**config.mk**
```make
export PLATFORM = sky130hd
export DESIGN_NAME = det_event_monitor_flat
export DESIGN_NICKNAME = d
export VERILOG_FILES = /design/src/rtl/det_event_monitor_if.sv /design/src/rtl/det_event_monitor.sv /design/src/flat_wrapper.sv
export SDC_FILE = /design/constraint.sdc
export NUM_CORES = 1
export LEC_CHECK = 0
export CORE_MARGIN = 2
export CORE_UTILIZATION = 45
export CTS_CLUSTER_DIAMETER = 40
export CTS_CLUSTER_SIZE = 25
export DETAILED_ROUTE_END_ITERATION = 10
export HOLD_SLACK_MARGIN = 0.12
export MAX_ROUTING_LAYER = met4
export PLACE_DENSITY_LB_ADDON = 0.25
export SLEW_MARGIN = 30
export SYNTH_ARGS = -nofsm -noshare
export SYNTH_HDL_FRONTEND = slang
export SYNTH_SLANG_ARGS = --single-unit
```
**constraint.sdc**
```tcl
create_clock -name clk -period 2.1 [get_ports clk]
set_clock_uncertainty 0.2 [all_clocks]
set_input_delay 0.42 -clock clk [delete_from_list [all_inputs] [get_ports clk]]
set_output_delay 0.42 -clock clk [all_outputs]
set_load 0.1 [all_outputs]
```
**src/rtl/det_event_monitor_if.sv**
```systemverilog
// Bus between the pattern-detector side and the event monitor.
// The slave side is the monitor; the master side drives det/ack and consumes results.
interface det_event_monitor_if #(
  parameter int unsigned CNT_W = 8
);
  logic             det;
  logic             ack;
  logic [CNT_W-1:0] total;
  logic [CNT_W-1:0] win_count;
  logic             win_valid;
  logic             alarm;
  logic             overrun;

  modport slave (
    input  det, ack,
    output total, win_count, win_valid, alarm, overrun
  );

  modport master (
    output det, ack,
    input  total, win_count, win_valid, alarm, overrun
  );
endinterface

```
**src/rtl/det_event_monitor.sv**
```systemverilog
// Event monitor for the detector output: turns det assertions into rising-edge
// events, keeps a saturating lifetime total, counts events per fixed window and
// publishes each window result through a valid/ack handshake with rate alarm
// and sticky overrun flag.
module det_event_monitor #(
  parameter int unsigned CNT_W  = 8,
  parameter int unsigned WINDOW = 16,
  parameter int unsigned THRESH = 3
) (
  input  logic                clk,
  input  logic                reset,
  det_event_monitor_if.slave  bus
);

  localparam int unsigned      TMR_W    = (WINDOW > 1) ? $clog2(WINDOW) : 1;
  localparam logic [TMR_W-1:0] TMR_LAST = TMR_W'(WINDOW - 1);
  localparam logic [CNT_W-1:0] THR      = CNT_W'(THRESH);

  typedef enum logic {
    IDLE  = 1'b0,
    VALID = 1'b1
  } state_t;

  state_t           state_q;
  state_t           state_d;
  logic             det_q;
  logic [TMR_W-1:0] tmr;
  logic [CNT_W-1:0] cur;
  logic [CNT_W-1:0] total_q;
  logic [CNT_W-1:0] win_count_q;
  logic             alarm_q;
  logic             overrun_q;

  logic             rise;
  logic             wend;
  logic [CNT_W-1:0] cur_inc;
  logic [CNT_W-1:0] total_inc;
  logic             overrun_set;

  // Edge detect, window end and saturating increments of both counters
  always_comb begin
    rise      = bus.det & ~det_q;
    wend      = (tmr == TMR_LAST);
    cur_inc   = (rise && (cur != '1))     ? cur + CNT_W'(1)     : cur;
    total_inc = (rise && (total_q != '1)) ? total_q + CNT_W'(1) : total_q;
  end

  // Handshake next state; an unacknowledged result overwritten at window end sets overrun
  always_comb begin
    state_d     = state_q;
    overrun_set = 1'b0;
    case (state_q)
      IDLE: begin
        if (wend) state_d = VALID;
      end
      VALID: begin
        if (wend) begin
          state_d     = VALID;
          overrun_set = ~bus.ack;
        end else if (bus.ack) begin
          state_d = IDLE;
        end
      end
      default: state_d = IDLE;
    endcase
  end

  // All state registers; reset discards any partial window
  always_ff @(posedge clk) begin
    if (reset) begin
      state_q     <= IDLE;
      det_q       <= 1'b0;
      tmr         <= '0;
      cur         <= '0;
      total_q     <= '0;
      win_count_q <= '0;
      alarm_q     <= 1'b0;
      overrun_q   <= 1'b0;
    end else begin
      state_q <= state_d;
      det_q   <= bus.det;
      total_q <= total_inc;
      tmr     <= wend ? '0 : tmr + TMR_W'(1);
      if (wend) begin
        // a rise in the final cycle belongs to the window that is ending
        win_count_q <= cur_inc;
        alarm_q     <= (cur_inc >= THR);
        cur         <= '0;
      end else begin
        cur <= cur_inc;
      end
      if (overrun_set) overrun_q <= 1'b1;
    end
  end

  assign bus.total     = total_q;
  assign bus.win_count = win_count_q;
  assign bus.win_valid = (state_q == VALID);
  assign bus.alarm     = alarm_q;
  assign bus.overrun   = overrun_q;

endmodule

```
**src/flat_wrapper.sv**
```systemverilog
// flat-port wrapper written by rule: the top's interface ports become plain ports
module det_event_monitor_flat 
#(
  parameter int unsigned CNT_W  = 8,
  parameter int unsigned WINDOW = 16,
  parameter int unsigned THRESH = 3
)
  (clk, reset, bus_det, bus_ack, bus_total, bus_win_count, bus_win_valid, bus_alarm, bus_overrun);
  det_event_monitor_if #(.CNT_W(CNT_W)) bus_i ();
  input  logic clk;
  input  logic reset;
  input wire logic [$bits(bus_i.det)-1:0] bus_det;
  input wire logic [$bits(bus_i.ack)-1:0] bus_ack;
  output wire logic [$bits(bus_i.total)-1:0] bus_total;
  output wire logic [$bits(bus_i.win_count)-1:0] bus_win_count;
  output wire logic [$bits(bus_i.win_valid)-1:0] bus_win_valid;
  output wire logic [$bits(bus_i.alarm)-1:0] bus_alarm;
  output wire logic [$bits(bus_i.overrun)-1:0] bus_overrun;
  assign bus_i.det = bus_det;
  assign bus_i.ack = bus_ack;
  assign bus_total = bus_i.total;
  assign bus_win_count = bus_i.win_count;
  assign bus_win_valid = bus_i.win_valid;
  assign bus_alarm = bus_i.alarm;
  assign bus_overrun = bus_i.overrun;
  det_event_monitor #(.CNT_W(CNT_W), .WINDOW(WINDOW), .THRESH(THRESH)) u_core (.clk(clk), .reset(reset), .bus(bus_i));
endmodule
```
# Word-level counts from Yosys, hierarchy flattened
# Index checks and enable logic that the tools add are counted.
# W data, S select, Z words.
dict set report totals {
  regBits 32
  inputBits 4
  output_inout_bits 19
  wordCells 29
}
dict set report op_classes {
  n_addsub 3
  n_mux 7
  bitwise 4
  magnitude_cmp 1
  reduce_logical 3
  n_eq_ne 3
}
# op count
set ops {}
lappend ops {{$add A8 B1 Y8 const B} 2}
lappend ops {{$ne A8 B8 Y1 const B} 2}
lappend ops {{$ge A8 B2 Y1 const B} 1}
lappend ops {{$mux W8} 1}
lappend ops {{$mux W1} 5}
lappend ops {{$add A4 B1 Y4 const B} 1}
lappend ops {{$eq A4 B4 Y1 const B} 1}
lappend ops {{$not A1 Y1} 3}
lappend ops {{$logic_and A1 B1 Y1} 2}
lappend ops {{$pmux W1 S2} 1}
lappend ops {{$reduce_or A2 Y1} 1}
lappend ops {{$and A1 B1 Y1} 1}

# Logic depth before layout (Yosys ltp)
dict set report depth {
  depth_word 5
  depth_mapped 6
  depth_no_buf 6
}

# Worst setup path after synthesis
# No wires, ideal clock.
dict set report synth_timing {
  kind {reg2reg}
  startpoint {register u_core.total_q[0], in the netlist u_core.bus.total[0]}
  endpoint {register u_core.total_q[7], in the netlist u_core.bus.total[7]}
  slack_ns -0.215
  setup_time_ns 0.128
  arrival_ns 1.988
  n_path_buf 0
  stages_incl_launch_ff 7
  path_cell_list {dfxtp_1 ha_1 nand3_1 o211ai_1 nor2_1 xnor2_1 nor2_1}
}
dict set report synth_via {
  elab_chain_cells 2
  elab_cells_between_ends 3
  cone_classes {add/sub: 1; eq/ne: 1; reduce/logical: 1}
}
# element line_no
set synth_rtl {}
lappend synth_rtl {{start: declaration} det_event_monitor.sv:29} ;# logic [CNT_W-1:0] total_q;
lappend synth_rtl {{start signal: assignment} det_event_monitor.sv:82} ;# total_q <= total_inc;
lappend synth_rtl {{parallel branches: the longest is 2 deep, another holds $add A8 B1 Y8} --}
# Parallel ways; which one is timed is not known.
# A chain may end at the register's enable or synchronous reset.

# Final worst setup path
dict set report layout_timing {
  startpoint {input bus_det}
  endpoint {register u_core.alarm_q, in the netlist u_core.bus.alarm}
}
dict set report layout_via {
  elab_chain_cells 4
}
# element line_no
set layout_rtl {}
lappend layout_rtl {{start: declaration} flat_wrapper.sv:12} ;# input wire logic [$bits(bus_i.det)-1:0] bus_det;
lappend layout_rtl {{$and A1 B1 Y1} det_event_monitor.sv:42} ;# rise = bus.det & ~det_q;
lappend layout_rtl {{$logic_and A1 B1 Y1} det_event_monitor.sv:44} ;# cur_inc = (rise && (cur != '1)) ? cur + CNT_W'(1) : cur;
lappend layout_rtl {{$mux W8} det_event_monitor.sv:44}
lappend layout_rtl {{$ge A8 B2 Y1} det_event_monitor.sv:87} ;# alarm_q <= (cur_inc >= THR);
lappend layout_rtl {{end signal: assignment} det_event_monitor.sv:87}
lappend layout_rtl {{end: declaration} det_event_monitor.sv:31} ;# logic alarm_q;
# Every way passes these cells.

==> reports/results.ini <==
[synthesis]
synth.area.top_cells=dfxtp_1, nor2_1, nand2_1, xnor2_1, a21oi_1
synth.most_common_cell=dfxtp_1
synth_cell_type_count=34
netlist_area_um2=1374
avgSynthCellArea_um2=8.750
synth-compound-area-share_pct=13.57
synth_adder_area_share_pct=2.732
synth-main-ff-cell=dfxtp_1
post_synth_xor_area_fraction_pct=5.738
synth-simple-area-share_pct=25.32
ys_ff_latch=32
synthTopCellsByCount=dfxtp_1, nor2_1, nand2_1
syn_inst=157
synth_top_area_share_pct=46.63
synth_top_family_by_area=simple AND/OR/NAND/NOR gates
synth_warnings=0
synth_fp_nets=164
synth_edf_count=0
synth-async-reset-ratio_pct=0
muxShareOfSynthArea_pct=3.005
yosysTopAreaCell=dfxtp_1
ys_seq_area_share_pct=46.63

[setup_path]
slowest_delay_ns=0.52
worstPathRequired_ns=2.12
worst-path-max-fanout=4
critical_path.endpoint=u_core.bus.alarm
crit_chain=clkdlybuf4s50_1, or2b_1, a311o_1, a2111oi_4, a31oi_1
setup.worst_path.start=bus_det
r2r_start=u_core.cur[0]
arrival_ns=2.09
r2r_cells=6
slowest_stage=clkdlybuf4s50_1
crit_type=primary input to flop
end_kind=flop
cp-start-kind=primary input
rr_endpoint=u_core.bus.alarm
reg2reg_slack_ns=0.13

[layout]
layout-drive-gt1-share_pct=26.84
diodes=0
syn_to_final_growth_pct=43.99
final_nets=196
fin_area_um2=1978

[power_and_ir_drop]
power.share.clock_pct=38.9
leakage_nw=0.7593
intPower_w=0.0009169
switchingPower_w=0.0003120
swShare_pct=25.39
p_comb_share_pct=9.4
peakVddDrop_mv=0.4114
p_seq_share_pct=51.7
power_density_nw_per_um2=621.3

[sta]
fmax_ghz=0.4839
setup_viol=0
tightestPinTransition_ns=0.4778
report.final.slew_viol_count=0
slew_headroom_pct=67.81
hold_viol=0
fin_crit_ns=2.067
whs_ns=0.2587
fin_crit_sh_pct=98.42
final.setup.tns_ns=0

[drt]
drc=0
vias_per_cell=5.538
wl_met2_um=1641
top_layer=met4
first_pass_iters=4
ant_nets=0
met1Wirelength_um=1279
route.met3.wl_um=245
vias=1235
totalWireLength_um=3233
initialDrtViolationCount=61
wl_per_cell_um=14.50

[die]
rows=20
chipWidth_um=59.26
start_util_pct=46.13
fp.dieH_um=59.26
core-area_um2=2978
io_pins=23
fp.dieArea_um2=3511

[global_route]
antenna_found_initial=0
grt_max_degree=23
track_usage_pct=21.95
first_global_vias=1215
grt_overflow_total=0
grt_pass1_wl_um=5492

[hold_path]
hold_path_class=flop to flop
hp-start=u_core.tmr[0]

[run_status]
outcome=finished clean

[clock_tree]
root_buffer=clkbuf_4
cts_buffers=5
cts_tree=done
clkLatencyLatePin_ns=0.35
htreeDepth=2
path_clk_slew_ns=0.10
cts_max_path_buffers=2
hold_buffers=0
cts_sinks=32

[job]
cap_violations=0

[place]
dpl.hpwl_um=2392
place_area_um2=1872
gp_congestion=0.9450
port_buffers=22

critical path: cells and delay by family:
kind,cells,cell delay [ns]
AND/OR/NAND/NOR,1,0.27
buffers and inverters,1,0.52
AO/OA/AOI/OAI,3,0.88
stage by stage:
step | total power [W] | cells | setup WS, ns | utilization, %
2_1_floorplan | 0.0007204 | 157 | 0.01246 | -
3_3_place_gp | 0.0007555 | 215 | -0.2383 | 62.86
3_5_place_dp | 0.0007612 | 215 | -0.3900 | 62.86
4_1_cts | 0.001232 | 223 | 0.01941 | 65.71
5_1_grt | 0.001279 | 223 | -0.004802 | 66.43
6_report | 0.001229 | 223 | 0.03325 | 66.43
placed cells by master, fill, tap and decap left out, types with 6 or more instances in the layout:
cell	count
a21oi_1	9
buf_12	19
nand2_1	18
dfxtp_1	25
o21ai_0	7
xnor2_1	6
nor2_1	22
buf_4	9
dfxtp_2	7
logic make-up after synthesis:
logic type / Yosys count
compound gates: 29
xor+xnor: 9
fa+ha+maj: 3
buf+inv: 9
flops: 32
mux: 4
simple gates: 71
power by group through the flow:
stage | Clock [W] | Combinational [W] | Sequential [W]
final | 0.000478 | 0.000116 | 0.000635
after detailed placement | 0 | 0.000113 | 0.000648
after global placement | 0 | 0.000108 | 0.000647
after global routing | 0.000516 | 0.000126 | 0.000637
after CTS | 0.000484 | 0.000114 | 0.000635
after floorplan | 0 | 0.0000488 | 0.000672
final cells by class:
cell class                      instances  area (µm²)
Fill cell                             243       999.7
Multi-Input combinational cell        116       718.2
Sequential cell                        32       649.4
Timing Repair Buffer                   31       478.0
Clock inverter                          3       42.54
Tap cell                               33       41.29
Clock buffer                            5       37.54
Inverter                                3       11.26
per-layer routing:
metal  global-route usage, %  vias up
met4                   8.442        0
met1                   24.01      571
li1                        -      602
met3                   8.079        9
met5                       -        -
met2                   36.11       53
timing repair:
item / 4_1_cts / 5_1_grt
setup endpoints to repair: 1 / 4
pin swaps: 0 / 1
gates resized for setup: 1 / 4
setup buffers: 0 / 0
sequential cells by signal (all words and copies together) (netlist names):
name and flops:
u_core.det_q 1, u_core.bus.win_count 8, u_core.cur 8, u_core.bus.win_valid 1, u_core.bus.alarm 1, u_core.bus.total 8
u_core.tmr 4, u_core.bus.overrun 1
worst min-delay path by stage:
stage	slack, ns	cells past startpoint	endpoint
after floorplan	0.22	1	u_core.tmr[0]
after global placement	0.23	1	u_core.tmr[0]
after detailed placement	0.25	1	u_core.tmr[0]
after CTS	0.26	1	u_core.tmr[0]
after global routing	0.27	1	u_core.tmr[0]
final	0.26	1	u_core.tmr[0]
(Power assumes the default switching activity.)
==> RTL edit 1: new RTL, same flow settings <==
Reset style: asynchronous (`reset`), changed in one clocked block.
--- a/src/rtl/det_event_monitor.sv
+++ b/src/rtl/det_event_monitor.sv
@@ -67,5 +67,5 @@
 
   // All state registers; reset discards any partial window
-  always_ff @(posedge clk) begin
+  always_ff @(posedge clk or posedge reset) begin
     if (reset) begin
       state_q     <= IDLE;
Check against the original RTL: differs if reset is asserted again (counterexample within 4 cycles, from zero or initial values and one cycle with reset high); with reset held inactive, the same outputs for 10 cycles.
==> RTL edit 1 against the original RTL <==
Hold slack gained 0.0085 ns. Sequential cell count is the same. Die area grew 6.2%. Cell count shrank 3.6%. Design area grew 2.5%. Wire length shrank 7.5%. Non-clock buffer count grew 1. Sequential share of layout area grew 7.0 points. Setup slack gained 0.12 ns. Synthesized area grew 6.6%. Maximum frequency grew 6.3%. Critical endpoint is now u_core.bus.alarm. Highest routed layer unchanged.
Power is not compared: it rests on default switching activity, and its combinational part moved more than twofold at a synthesized area within 25%.
==> RTL edit 1: results (changes against the original RTL) <==
layout:
  multi_input_gates: 96  # was 116
  syn_to_final_growth_pct: 38.3  # was 44.0%
  buf_share_pct: 24.0  # was 24.2%
  clk_share_pct: 2.90  # was 4.05%
  ff_latch_area_sq_um: 808  # was 649 sq um
  signal_buffers: 32  # was 31
  clkbuf_count: 8  # was 5
  multi_input_area_sq_um: 608  # was 718 sq um
  numSequentialCells: 32  # unchanged
  drive_gt1_share_pct: 29.2  # was 26.8%
logic_synthesis:
  yosys-top-cells-area: "dfrtp_1 (55%), xor2_1 (4.2%), o21ai_0 (3.8%)"  # was dfxtp_1 (47%), nor2_1 (6.0%), nand2_1 (5.2%)
  yosysSeqAreaShare_pct: 54.7  # was 46.6%
  synth_compound_area_share_pct: 10.9  # was 13.6%
  syn_area_sq_um: 1470  # was 1370 sq um
  synth_area_per_cell_sq_um: 10.8  # was 8.75 sq um
  synth_nets: 143  # was 164
  netlist_top_cells_count: "dfrtp_1 (32), nand2_1 (13), nor2_1 (13), o21ai_0 (11), nand3_1 (9)"  # was dfxtp_1 (32), nor2_1 (22), nand2_1 (19), a21oi_1 (10), o21ai_0 (7)
  synth_mux_area_share_pct: 2.13  # was 3.01%
  synthAdderAreaFrac_pct: 2.56  # was 2.73%
detailed_routing:
  wire_per_inst_microns: 13.9  # was 14.5 microns
  first_iter_violations: 28  # was 61
cts:
  ctsResizeCount: 0  # was 1
  worstSkewPairLatency_ns: 0.33  # was 0.35 ns
placement:
  dp_slack_ns: -0.207  # was -0.390 ns
  place_hpwl_mm: 2.32  # was 2.39 mm
  place_inst: 207  # was 215
  place_congestion: 0.837  # was 0.945
global_route:
  grt_max_degree: 33  # was 23
worst_setup_path:
  r2r-end: "u_core.bus.win_count[0]"  # was u_core.bus.alarm
  slowest_delay_ns: 0.48  # was 0.52 ns
  endpoint: "u_core.bus.alarm"  # unchanged
  r2r_setup_slack_ns: 0.16  # was 0.13 ns
min_path:
  hold_class: "in2async"  # was reg2reg
status:
  status: "completed"  # unchanged
timing:
  whs_ns: 0.267  # was 0.259 ns
  fin_crit_ns: 1.94  # was 2.07 ns
-- RTL edit 1: changes by cell type after synthesis, moves of 3 or more --
cell,before,now
nand2_1,19,13
clkbuf_1,4,1
dfxtp_1,32,0
o21ai_0,7,11
dfrtp_1,0,32
a21oi_1,10,3
a211oi_1,4,0
nor2_1,22,13
xnor2_1,6,3
nand3_1,5,9
and3_1,5,1
xor2_1,3,7
-- RTL edit 1: layer usage --
metal  track usage (%)  vias to the layer above  share of wire (%)
met1              24.0                      534                 42
met3              6.30                        9                5.4
li1                  -                      543                  -
met5                 -                        -                  0
met2              30.4                       26                 50
met4              10.9                        0                3.0
-- RTL edit 1: power breakdown --
part	internal, mW	leakage [nW]	total (mW)	switching [mW]
registers	0.725	0.412	0.887	0.162
logic	0.459	0.472	1.32	0.857
clock network	0.165	0.0326	0.366	0.201
total	1.35	0.916	2.57	1.22
==> RTL edit 2: new RTL, config.mk and constraints unchanged <==
Without the edit above. `WINDOW` is set to 16 in 2 places; all go to 32.
--- a/src/rtl/det_event_monitor.sv
+++ b/src/rtl/det_event_monitor.sv
@@ -5,5 +5,5 @@
 module det_event_monitor #(
   parameter int unsigned CNT_W  = 8,
-  parameter int unsigned WINDOW = 16,
+  parameter int unsigned WINDOW = 32,
   parameter int unsigned THRESH = 3
 ) (
--- a/src/flat_wrapper.sv
+++ b/src/flat_wrapper.sv
@@ -3,5 +3,5 @@
 #(
   parameter int unsigned CNT_W  = 8,
-  parameter int unsigned WINDOW = 16,
+  parameter int unsigned WINDOW = 32,
   parameter int unsigned THRESH = 3
 )
Function: no difference found for any inputs over 10 cycles, from zero or initial values and one cycle with reset high; that may be too few to reach the edited logic, so the function may still have changed.
==> RTL edit 2 against the original RTL <==
Maximum frequency up 4.3%. Clock power up 3%. Setup slack better by 0.085 ns. Wire length down 3.9%. Design area up 2.6%. Critical endpoint unchanged. Sequential cell count up 1. Total power up 2.4%. Synthesized area up 8.0%.
==> RTL edit 2: results (changes against the original RTL) <==
layout:
  fillers: 269  # was 243
  clkbuf_count: 7  # was 5
  buf_share_pct: 22.2  # was 24.2%
  multi_input_gates: 123  # was 116
  finalNetCount: 203  # was 196
  multi_input_area_sq_um: 758  # was 718 sq um
  ff_latch_area_sq_um: 669  # was 649 sq um
  signal_buffers: 29  # was 31
  clk_share_pct: 4.19  # was 4.05%
  drive_gt1_share_pct: 24.5  # was 26.8%
  stdcell_area_sq_um: 2030  # was 1980 sq um
placement:
  io_buffers: 22  # unchanged
  place_area_sq_um: 1940  # was 1870 sq um
  place_inst: 232  # was 215
  place_hpwl_mm: 2.36  # was 2.39 mm
  dp_slack_ns: -0.0513  # was -0.390 ns
  place_congestion: 0.930  # was 0.945
cts:
  cts_made_buffers: 5  # unchanged
  post_cts_buffers: 0  # unchanged
  worstSkewPairLatency_ns: 0.33  # was 0.35 ns
  path_clk_slew_ns: 0.10  # about the same
  ctsResizeCount: 0  # was 1
  htreeDepth: 2  # unchanged
global_route:
  grt_pass1_vias: 1275  # was 1215
  grt_pass1_wl_mm: 5.31  # was 5.49 mm
  antenna_found_initial: 0  # unchanged
  grt_usage_pct: 19.7  # was 22.0%
  grt_max_degree: 14  # was 23
status:
  status: "completed"  # unchanged
detailed_routing:
  first_iter_violations: 26  # was 61
  routed_wl_mm: 3.11  # was 3.23 mm
  via_per_inst: 5.28  # was 5.54
  wire_per_inst_microns: 13.0  # was 14.5 microns
logic_synthesis:
  yosysSeqAreaShare_pct: 44.5  # was 46.6%
  syn_inst: 168  # was 157
  yosys-top-cells-area: "dfxtp_1 (45%), nor2_1 (7.8%), xnor2_1 (5.3%)"  # was dfxtp_1 (47%), nor2_1 (6.0%), nand2_1 (5.2%)
  netlist_top_cells_count: "dfxtp_1 (33), nor2_1 (31), nand2_1 (15), xnor2_1 (9), a21oi_1 (8)"  # was dfxtp_1 (32), nor2_1 (22), nand2_1 (19), a21oi_1 (10), o21ai_0 (7)
  yosys_warnings: 0  # unchanged
  synth_nets: 176  # was 164
  ys_seq_elements: 33  # was 32
  ys_types: 37  # was 34
  synth_area_per_cell_sq_um: 8.83  # was 8.75 sq um
worst_setup_path:
  r2r_setup_slack_ns: 0.12
  critical_path.max_fanout: 7  # was 4
  r2r_start: "u_core.cur[1]"  # was u_core.cur[0]
  arrival_ns: 1.99  # was 2.09 ns
pwr:
  internal_power_uw: 970  # was 917 uW
  p_leak_nw: 0.767  # was 0.759 nW
  peakVddDrop_uv: 386  # was 411 uV
min_path:
  hold_start: "u_core.tmr[0]"  # unchanged
  hold_class: "reg2reg"  # unchanged
timing:
  whs_ns: 0.274  # was 0.259 ns
  worstMarginPinSlew_ns: 0.399  # was 0.478 ns
-- RTL edit 2: critical path, stage by stage, from the launching register on --
cell and delay, ns:
dfxtp_1 0.42, ha_1 0.34, and4b_4 0.30, and4b_4 0.25
a22oi_2 0.06, a211oi_2 0.19, a311oi_1 0.11
-- RTL edit 2: routing by layer --
layer  GRT usage (%)  up-vias  wire length (microns)
met3            5.46       11                    144
met5               -        -                      0
met1            21.5      600                   1300
li1                -      628                      -
met4            9.12        0                     69
met2            33.3       27                   1590
-- RTL edit 2: worst max path at each step --
stage	startpoint	end	slack (ns)	cells after the start
2_1_floorplan	u_core.bus.total[7]	u_core.bus.total[7]	0.006	5
3_3_place_gp	bus_det	u_core.bus.alarm	0.004	6
3_5_place_dp	bus_det	u_core.bus.win_count[5]	-0.05	6
4_1_cts	u_core.cur[1]	u_core.bus.alarm	0.12	6
5_1_grt	u_core.cur[0]	u_core.bus.win_count[4]	0.04	6
6_report	u_core.cur[1]	u_core.bus.alarm	0.12	6
-- RTL edit 2: power by group through the flow --
| stage | sequential, mW | combinational (mW) | clock [mW] |
|---|---|---|---|
| 6_report | 0.655 | 0.112 | 0.491 |
| 5_1_grt | 0.657 | 0.122 | 0.531 |
| 4_1_cts | 0.655 | 0.113 | 0.497 |
| 3_5_place_dp | 0.669 | 0.113 | 0 |
| 3_3_place_gp | 0.667 | 0.110 | 0 |
| 2_1_floorplan | 0.689 | 0.0512 | 0 |
-- RTL edit 2: cell families after synthesis --
kind of cell	Yosys count	synth area share [%]
simple gates	77	25.4
flops	33	44.5
compound gates	26	12.6
xor+xnor	13	7.67
buf+inv	12	4.38
fa+ha+maj	4	3.37
mux	3	2.02
